File: config.mk
export PLATFORM = sky130hd
export DESIGN_NAME = periph_axi_reg_bridge
export DESIGN_NICKNAME = d
export VERILOG_FILES = /design/src/rtl/periph_axi_reg_bridge.sv
export SDC_FILE = /design/constraint.sdc
export NUM_CORES = 1
export LEC_CHECK = 0
export ABC_CLOCK_PERIOD_IN_PS = 14200
export CORE_AREA = 2 2 177 179
export DETAILED_ROUTE_END_ITERATION = 12
export DIE_AREA = 0 0 179 181
export DONT_BUFFER_PORTS = 1
export SLEW_MARGIN = 30
export SYNTH_ARGS = -nofsm -noshare
export SYNTH_HDL_FRONTEND = slang
export SYNTH_SLANG_ARGS = --single-unit
File: constraint.sdc
create_clock -name clk_i -period 14.2 [get_ports clk_i]
set_input_delay 1.42 -clock clk_i [delete_from_list [all_inputs] [get_ports clk_i]]
set_output_delay 1.42 -clock clk_i [all_outputs]
set_load 0.01 [all_outputs]
File: src/rtl/periph_axi_reg_bridge.sv
// AXI4 (64-bit) to 32-bit register-interface bridge for the peripheral demux.
// One transaction at a time, round-robin read/write arbitration, SLVERR for bursts and 8-byte accesses.

package core_v_mcu_pkg;
  typedef struct packed {
    logic [3:0]  id;
    logic [63:0] addr;
    logic [7:0]  len;
    logic [2:0]  size;
  } axi_ax_t;

  typedef struct packed {
    logic [63:0] data;
    logic [7:0]  strb;
    logic        last;
  } axi_w_t;

  typedef struct packed {
    logic [3:0] id;
    logic [1:0] resp;
    logic       user;
  } axi_b_t;

  typedef struct packed {
    logic [3:0]  id;
    logic [63:0] data;
    logic [1:0]  resp;
    logic        last;
    logic        user;
  } axi_r_t;

  typedef struct packed {
    axi_ax_t aw;
    logic    aw_valid;
    axi_w_t  w;
    logic    w_valid;
    logic    b_ready;
    axi_ax_t ar;
    logic    ar_valid;
    logic    r_ready;
  } axi_slv_req_t;

  typedef struct packed {
    logic   aw_ready;
    logic   w_ready;
    axi_b_t b;
    logic   b_valid;
    logic   ar_ready;
    axi_r_t r;
    logic   r_valid;
  } axi_slv_rsp_t;

  typedef struct packed {
    logic [63:0] addr;
    logic        write;
    logic [31:0] wdata;
    logic [3:0]  wstrb;
    logic        valid;
  } reg_req_t;

  typedef struct packed {
    logic [31:0] rdata;
    logic        error;
    logic        ready;
  } reg_rsp_t;
endpackage

module periph_axi_reg_bridge #(
  parameter type axi_req_t = core_v_mcu_pkg::axi_slv_req_t,
  parameter type axi_rsp_t = core_v_mcu_pkg::axi_slv_rsp_t,
  parameter type reg_req_t = core_v_mcu_pkg::reg_req_t,
  parameter type reg_rsp_t = core_v_mcu_pkg::reg_rsp_t,
  parameter int unsigned TimeoutCycles = 256
) (
  input  logic     clk_i,
  input  logic     rst_i,
  input  axi_req_t axi_req_i,
  output axi_rsp_t axi_rsp_o,
  output reg_req_t reg_req_o,
  input  reg_rsp_t reg_rsp_i
);

  localparam int unsigned IdW   = $bits(axi_req_i.aw.id);
  localparam int unsigned AddrW = $bits(axi_req_i.aw.addr);
  localparam int unsigned LenW  = $bits(axi_req_i.ar.len);

  localparam logic [1:0] RESP_OKAY   = 2'b00;
  localparam logic [1:0] RESP_SLVERR = 2'b10;

  typedef enum logic [2:0] {
    IDLE, WR_DRAIN, REG_WR, REG_RD, B_RESP, R_RESP, R_ERR
  } state_e;

  state_e             state_r, state_s;
  logic               prio_r;  // 0: write wins a tie, 1: read wins
  logic [IdW-1:0]     id_r;
  logic [AddrW-1:0]   addr_r;
  logic [31:0]        wdata_r;
  logic [3:0]         wstrb_r;
  logic [1:0]         resp_r;
  logic [31:0]        rdata_r;
  logic [LenW-1:0]    beat_r;
  logic [31:0]        tmo_cnt_r;

  logic wr_grant_s, rd_grant_s, wr_ok_s, rd_ok_s;
  logic reg_busy_s, tmo_s, r_err_adv_s;

  // Arbitration, next-state and output decode; outputs depend only on state registers except IDLE readies.
  always_comb begin
    state_s     = state_r;
    wr_grant_s  = 1'b0;
    rd_grant_s  = 1'b0;
    reg_busy_s  = 1'b0;
    r_err_adv_s = 1'b0;
    axi_rsp_o   = '0;
    reg_req_o   = '0;

    wr_ok_s = (axi_req_i.aw.len == '0) && (axi_req_i.aw.size < 3'd3);
    rd_ok_s = (axi_req_i.ar.len == '0) && (axi_req_i.ar.size < 3'd3);

    if ((TimeoutCycles != 32'd0) && !reg_rsp_i.ready &&
        (tmo_cnt_r == 32'(TimeoutCycles - 32'd1))) begin
      tmo_s = 1'b1;
    end else begin
      tmo_s = 1'b0;
    end

    axi_rsp_o.b.id   = id_r;
    axi_rsp_o.b.resp = resp_r;
    axi_rsp_o.r.id   = id_r;
    axi_rsp_o.r.resp = resp_r;
    reg_req_o.addr   = addr_r;
    reg_req_o.wdata  = wdata_r;
    reg_req_o.wstrb  = wstrb_r;

    case (state_r)
      IDLE: begin
        if (axi_req_i.aw_valid && axi_req_i.w_valid && (!axi_req_i.ar_valid || !prio_r)) begin
          wr_grant_s         = 1'b1;
          axi_rsp_o.aw_ready = 1'b1;
          axi_rsp_o.w_ready  = 1'b1;
          if (wr_ok_s) begin
            state_s = REG_WR;
          end else if ((axi_req_i.aw.len != '0) && !axi_req_i.w.last) begin
            state_s = WR_DRAIN;
          end else begin
            state_s = B_RESP;
          end
        end else if (axi_req_i.ar_valid) begin
          rd_grant_s         = 1'b1;
          axi_rsp_o.ar_ready = 1'b1;
          state_s            = rd_ok_s ? REG_RD : R_ERR;
        end else begin
          state_s = IDLE;
        end
      end
      WR_DRAIN: begin
        axi_rsp_o.w_ready = 1'b1;
        if (axi_req_i.w_valid && axi_req_i.w.last) begin
          state_s = B_RESP;
        end else begin
          state_s = WR_DRAIN;
        end
      end
      REG_WR, REG_RD: begin
        reg_busy_s      = 1'b1;
        reg_req_o.valid = 1'b1;
        reg_req_o.write = (state_r == REG_WR);
        if (reg_rsp_i.ready || tmo_s) begin
          state_s = (state_r == REG_WR) ? B_RESP : R_RESP;
        end else begin
          state_s = state_r;
        end
      end
      B_RESP: begin
        axi_rsp_o.b_valid = 1'b1;
        state_s = axi_req_i.b_ready ? IDLE : B_RESP;
      end
      R_RESP: begin
        axi_rsp_o.r_valid = 1'b1;
        axi_rsp_o.r.last  = 1'b1;
        axi_rsp_o.r.data  = {rdata_r, rdata_r};
        state_s = axi_req_i.r_ready ? IDLE : R_RESP;
      end
      R_ERR: begin
        axi_rsp_o.r_valid = 1'b1;
        axi_rsp_o.r.last  = (beat_r == '0);
        if (axi_req_i.r_ready && (beat_r == '0)) begin
          state_s = IDLE;
        end else if (axi_req_i.r_ready) begin
          r_err_adv_s = 1'b1;
        end else begin
          state_s = R_ERR;
        end
      end
      default: begin
        state_s = IDLE;
      end
    endcase
  end

  // State, latched transaction fields, priority bit and timeout counter.
  always_ff @(posedge clk_i or posedge rst_i) begin
    if (rst_i) begin
      state_r   <= IDLE;
      prio_r    <= 1'b0;
      id_r      <= '0;
      addr_r    <= '0;
      wdata_r   <= 32'h0;
      wstrb_r   <= 4'h0;
      resp_r    <= RESP_OKAY;
      rdata_r   <= 32'h0;
      beat_r    <= '0;
      tmo_cnt_r <= 32'd0;
    end else begin
      state_r <= state_s;
      if (wr_grant_s) begin
        id_r      <= axi_req_i.aw.id;
        addr_r    <= axi_req_i.aw.addr;
        wdata_r   <= axi_req_i.aw.addr[2] ? axi_req_i.w.data[63:32] : axi_req_i.w.data[31:0];
        wstrb_r   <= axi_req_i.aw.addr[2] ? axi_req_i.w.strb[7:4] : axi_req_i.w.strb[3:0];
        resp_r    <= wr_ok_s ? RESP_OKAY : RESP_SLVERR;
        prio_r    <= ~prio_r;
        tmo_cnt_r <= 32'd0;
      end else if (rd_grant_s) begin
        id_r      <= axi_req_i.ar.id;
        addr_r    <= axi_req_i.ar.addr;
        beat_r    <= axi_req_i.ar.len;
        resp_r    <= rd_ok_s ? RESP_OKAY : RESP_SLVERR;
        rdata_r   <= 32'h0;
        prio_r    <= ~prio_r;
        tmo_cnt_r <= 32'd0;
      end else if (reg_busy_s) begin
        // ready takes precedence over a timeout landing in the same cycle
        if (reg_rsp_i.ready) begin
          resp_r  <= reg_rsp_i.error ? RESP_SLVERR : RESP_OKAY;
          rdata_r <= reg_rsp_i.rdata;
        end else if (tmo_s) begin
          resp_r  <= RESP_SLVERR;
          rdata_r <= 32'h0;
        end else begin
          tmo_cnt_r <= tmo_cnt_r + 32'd1;
        end
      end else if (r_err_adv_s) begin
        beat_r <= beat_r - {{(LenW-1){1'b0}}, 1'b1};
      end
    end
  end

endmodule

==> impl_metrics.json <==
{
  "whs_ns": 0.491,
  "critical_path_class": "flop to output pin",
  "gr-total-overflow": 0,
  "htreeDepth": 4,
  "worstSetupEndpointType": "output pin",
  "synth.distinct_cells": 54,
  "crit_arrival_ns": 2.92,
  "postCtsSetupBuffers": 0,
  "worstMarginPinSlew_ns": 0.863,
  "drive_gt1_share_pct": 5.98,
  "synthFlopType": "dfrtp_1",
  "die_w_um": 179,
  "critical_path.slowest_cell": "nor3_1",
  "antenna_left": 0,
  "clock_latency_ns": 0.43,
  "yosys_warnings": 0,
  "ys_seq_area_share_pct": 50.4,
  "dieHeight_um": 181,
  "cts_buffers": 17,
  "drc": 0,
  "ir_drop_v": 0.0000971,
  "wl_per_cell_um": 21.5,
  "finalCritPeriodShare_pct": 30.5,
  "outcome": "completed",
  "tritoncts": "yes",
  "drt-pass1-iter-count": 7,
  "p_per_area_nw_per_um2": 205,
  "gp_congestion": 0.819,
  "syn_to_final_growth_pct": 8.10,
  "drv_cap": 0,
  "drt_iter0_drc": 324,
  "min_path_type": "flop to flop",
  "cts.repair.resized": 0,
  "num_rows": 64,
  "core-area_sq_um": 30300,
  "crit_family": "simple AND/OR/NAND/NOR gates",
  "initial_core_util_pct": 29.6,
  "dieArea_sq_um": 32400,
  "track_usage_pct": 17.0,
  "setup_viol": 0,
  "diodes": 0,
  "skew_ns": 0.0156,
  "syn-cell-area_sq_um": 8980,
  "synthCells": 983,
  "worstPathMaxFanout": 71,
  "crit_buf_inv": 2,
  "grt_max_degree": 116,
  "finalWirelength_mm": 28.2,
  "max_slew_margin_pct": 42.5,
  "layout_min_cycle_time_ns": 4.34,
  "cts_buffer_depth": 2,
  "grt_pass1_vias": 6812,
  "root_buffer": "clkbuf_16",
  "antenna_found_initial": 1,
  "p_leak_uw": 0.00423,
  "critPathLaunchType": "flop",
  "tns_ns": 0,
  "final_nets": 1183,
  "rsz0062_at_grt": "false",
  "avgViaCountPerCell": 5.28,
  "ys_seq_elements": 181,
  "grt_pass1_wl_mm": 41.6,
  "io_pins": 458,
  "clock_sinks": 181,
  "max_clock_freq_mhz": 231,
  "synth_edf_count": 0,
  "critPathRequiredTime_ns": 12.78,
  "place_hpwl_mm": 21.2,
  "slowest_delay_ns": 0.60,
  "avgSynthCellArea_sq_um": 9.14,
  "numPortBuffers": 0,
  "clkSlewWorstSetupHoldPaths_ns": 0.07,
  "hold_violations": 0,
  "drv_slew": 0,
  "via_count": 6951,
  "path_cells": "nor3_1, nand3_4, inv_2, buf_4",
  "async_reset_ff_share_pct": 100,
  "holdBufCountCts": 0
}
==> cell families (layout without fill, tap and decap cells) <==
logic type               after synthesis  after routing  share of synthesized area, %
other                                  1              4                        0.0417
multiplexers                          39             39                          4.34
buffers and inverters                118             52                          6.78
XOR/XNOR                              19             19                          1.85
AO/OA/AOI/OAI                        193            193                          14.2
adder cells (fa/ha/maj)                2              2                         0.278
AND/OR/NAND/NOR                      430            430                          22.0
flip-flops                           181            181                          50.4
==> worst reg2reg max path, stage by stage, from the launching register on <==
cell	delay (ns)
dfrtp_1	0.51
nor3_1	0.60
nand3_4	0.60
inv_2	0.15
buf_4	0.60
nand2_1	0.31
a31oi_1	0.25
==> state kept, by name, summed over array words and instances (netlist names) <==
signal     cells
tmo_cnt_r     32
addr_r        64
beat_r         8
state_r        3
id_r           4
wstrb_r        4
resp_r         1
rdata_r       32
prio_r         1
wdata_r       32
==> placed cells by master, fill, tap and decap left out, types with 3 or more instances in the layout <==
| master | synthesis | routed |
|---|---|---|
| a311oi_1 | 3 | 3 |
| and2_1 | 36 | 36 |
| o31ai_1 | 4 | 4 |
| nand2_1 | 203 | 203 |
| clkinv_4 | 0 | 3 |
| or3_1 | 5 | 5 |
| nor4_1 | 17 | 17 |
| a22o_1 | 32 | 32 |
| clkbuf_16 | 0 | 17 |
| nor2b_1 | 3 | 3 |
| and4_1 | 3 | 3 |
| a21oi_1 | 12 | 12 |
| bufinv_16 | 0 | 5 |
| nand4_1 | 10 | 10 |
| buf_4 | 44 | 8 |
| nor3_1 | 9 | 9 |
| o311ai_0 | 4 | 4 |
| a31oi_1 | 69 | 69 |
| and3_1 | 6 | 6 |
| o211ai_1 | 8 | 8 |
| a211oi_1 | 3 | 3 |
| dfrtp_1 | 181 | 181 |
| mux2i_1 | 39 | 39 |
| conb_1 | 1 | 4 |
| xnor2_1 | 10 | 10 |
| nor3b_1 | 4 | 4 |
| nor2_1 | 102 | 102 |
| inv_1 | 11 | 10 |
| xor2_1 | 9 | 9 |
| o21ai_0 | 45 | 44 |
| nand3_1 | 14 | 13 |
| inv_8 | 0 | 4 |
| or4_1 | 5 | 5 |
==> routing by layer <==
metal	wire, um	share of wire (%)	track usage (%)
met5	12	0.042	0
met4	315	1.1	4.10
met3	2120	7.5	4.73
met2	14400	51	29.5
met1	11400	40	20.8
==> stage by stage <==
stage	util [%]	setup WS, ns	instances	instance area [sq um]	total power [uW]
floorplan	-	7.86	986	9000	1290
global placement	29.7	9.84	1285	9030	1450
detailed placement	29.8	9.85	1285	9030	1480
CTS	31.9	9.81	1315	9690	2020
global route	32.0	9.64	1316	9710	2120
finish	32.0	9.86	1316	9710	1990
==> power by group <==
| group | switching, uW | total (uW) | internal (uW) |
|---|---|---|---|
| clock | 220 | 541 | 321 |
| sequential | 283 | 1000 | 721 |
| combinational | 270 | 448 | 178 |
| total | 773 | 1990 | 1220 |
==> worst paths after layout <==
check / startpoint / to / slack, ns / cells after the start
worst max register to register: state_r[2] / addr_r[10] / 11.10 / 6
worst max-delay path: state_r[2] / axi_rsp_o[83] / 9.86 / 4
min in group asynchronous: rst_i / rdata_r[23] / 0.94 / 1
worst min-delay path: rdata_r[25] / rdata_r[25] / 0.49 / 1
worst min register to register: rdata_r[25] / rdata_r[25] / 0.49 / 1
max in group asynchronous: rst_i / addr_r[49] / 11.75 / 2
==> area by class of cell <==
type	instances	area, sq um
clock inverter	12	219
multi-input combinational	687	3890
inverter	12	52.6
tap	396	495
clock buffer	18	439
fill	3140	20600
sequential	181	4530
timing repair buffer	10	91.3
==> cells in the mapped netlist (4+ instances only) <==
library cell | number | area (sq um)
nand2_1 | 203 | 762
dfrtp_1 | 181 | 4530
nor2_1 | 102 | 383
a31oi_1 | 69 | 432
clkbuf_1 | 57 | 214
o21ai_0 | 45 | 225
buf_4 | 44 | 330
mux2i_1 | 39 | 390
and2_1 | 36 | 225
a22o_1 | 32 | 280
nor4_1 | 17 | 106
nand3_1 | 14 | 70.1
a21oi_1 | 12 | 60.1
inv_1 | 11 | 41.3
nand4_1 | 10 | 62.6
xnor2_1 | 10 | 87.6
nor3_1 | 9 | 45.0
xor2_1 | 9 | 78.8
o211ai_1 | 8 | 60.1
and3_1 | 6 | 37.5
or3_1 | 5 | 31.3
or4_1 | 5 | 37.5
buf_1 | 4 | 15.0
nor3b_1 | 4 | 30.0
o311ai_0 | 4 | 35.0
o31ai_1 | 4 | 30.0
Note: power is estimated with default switching activity, not from simulation.
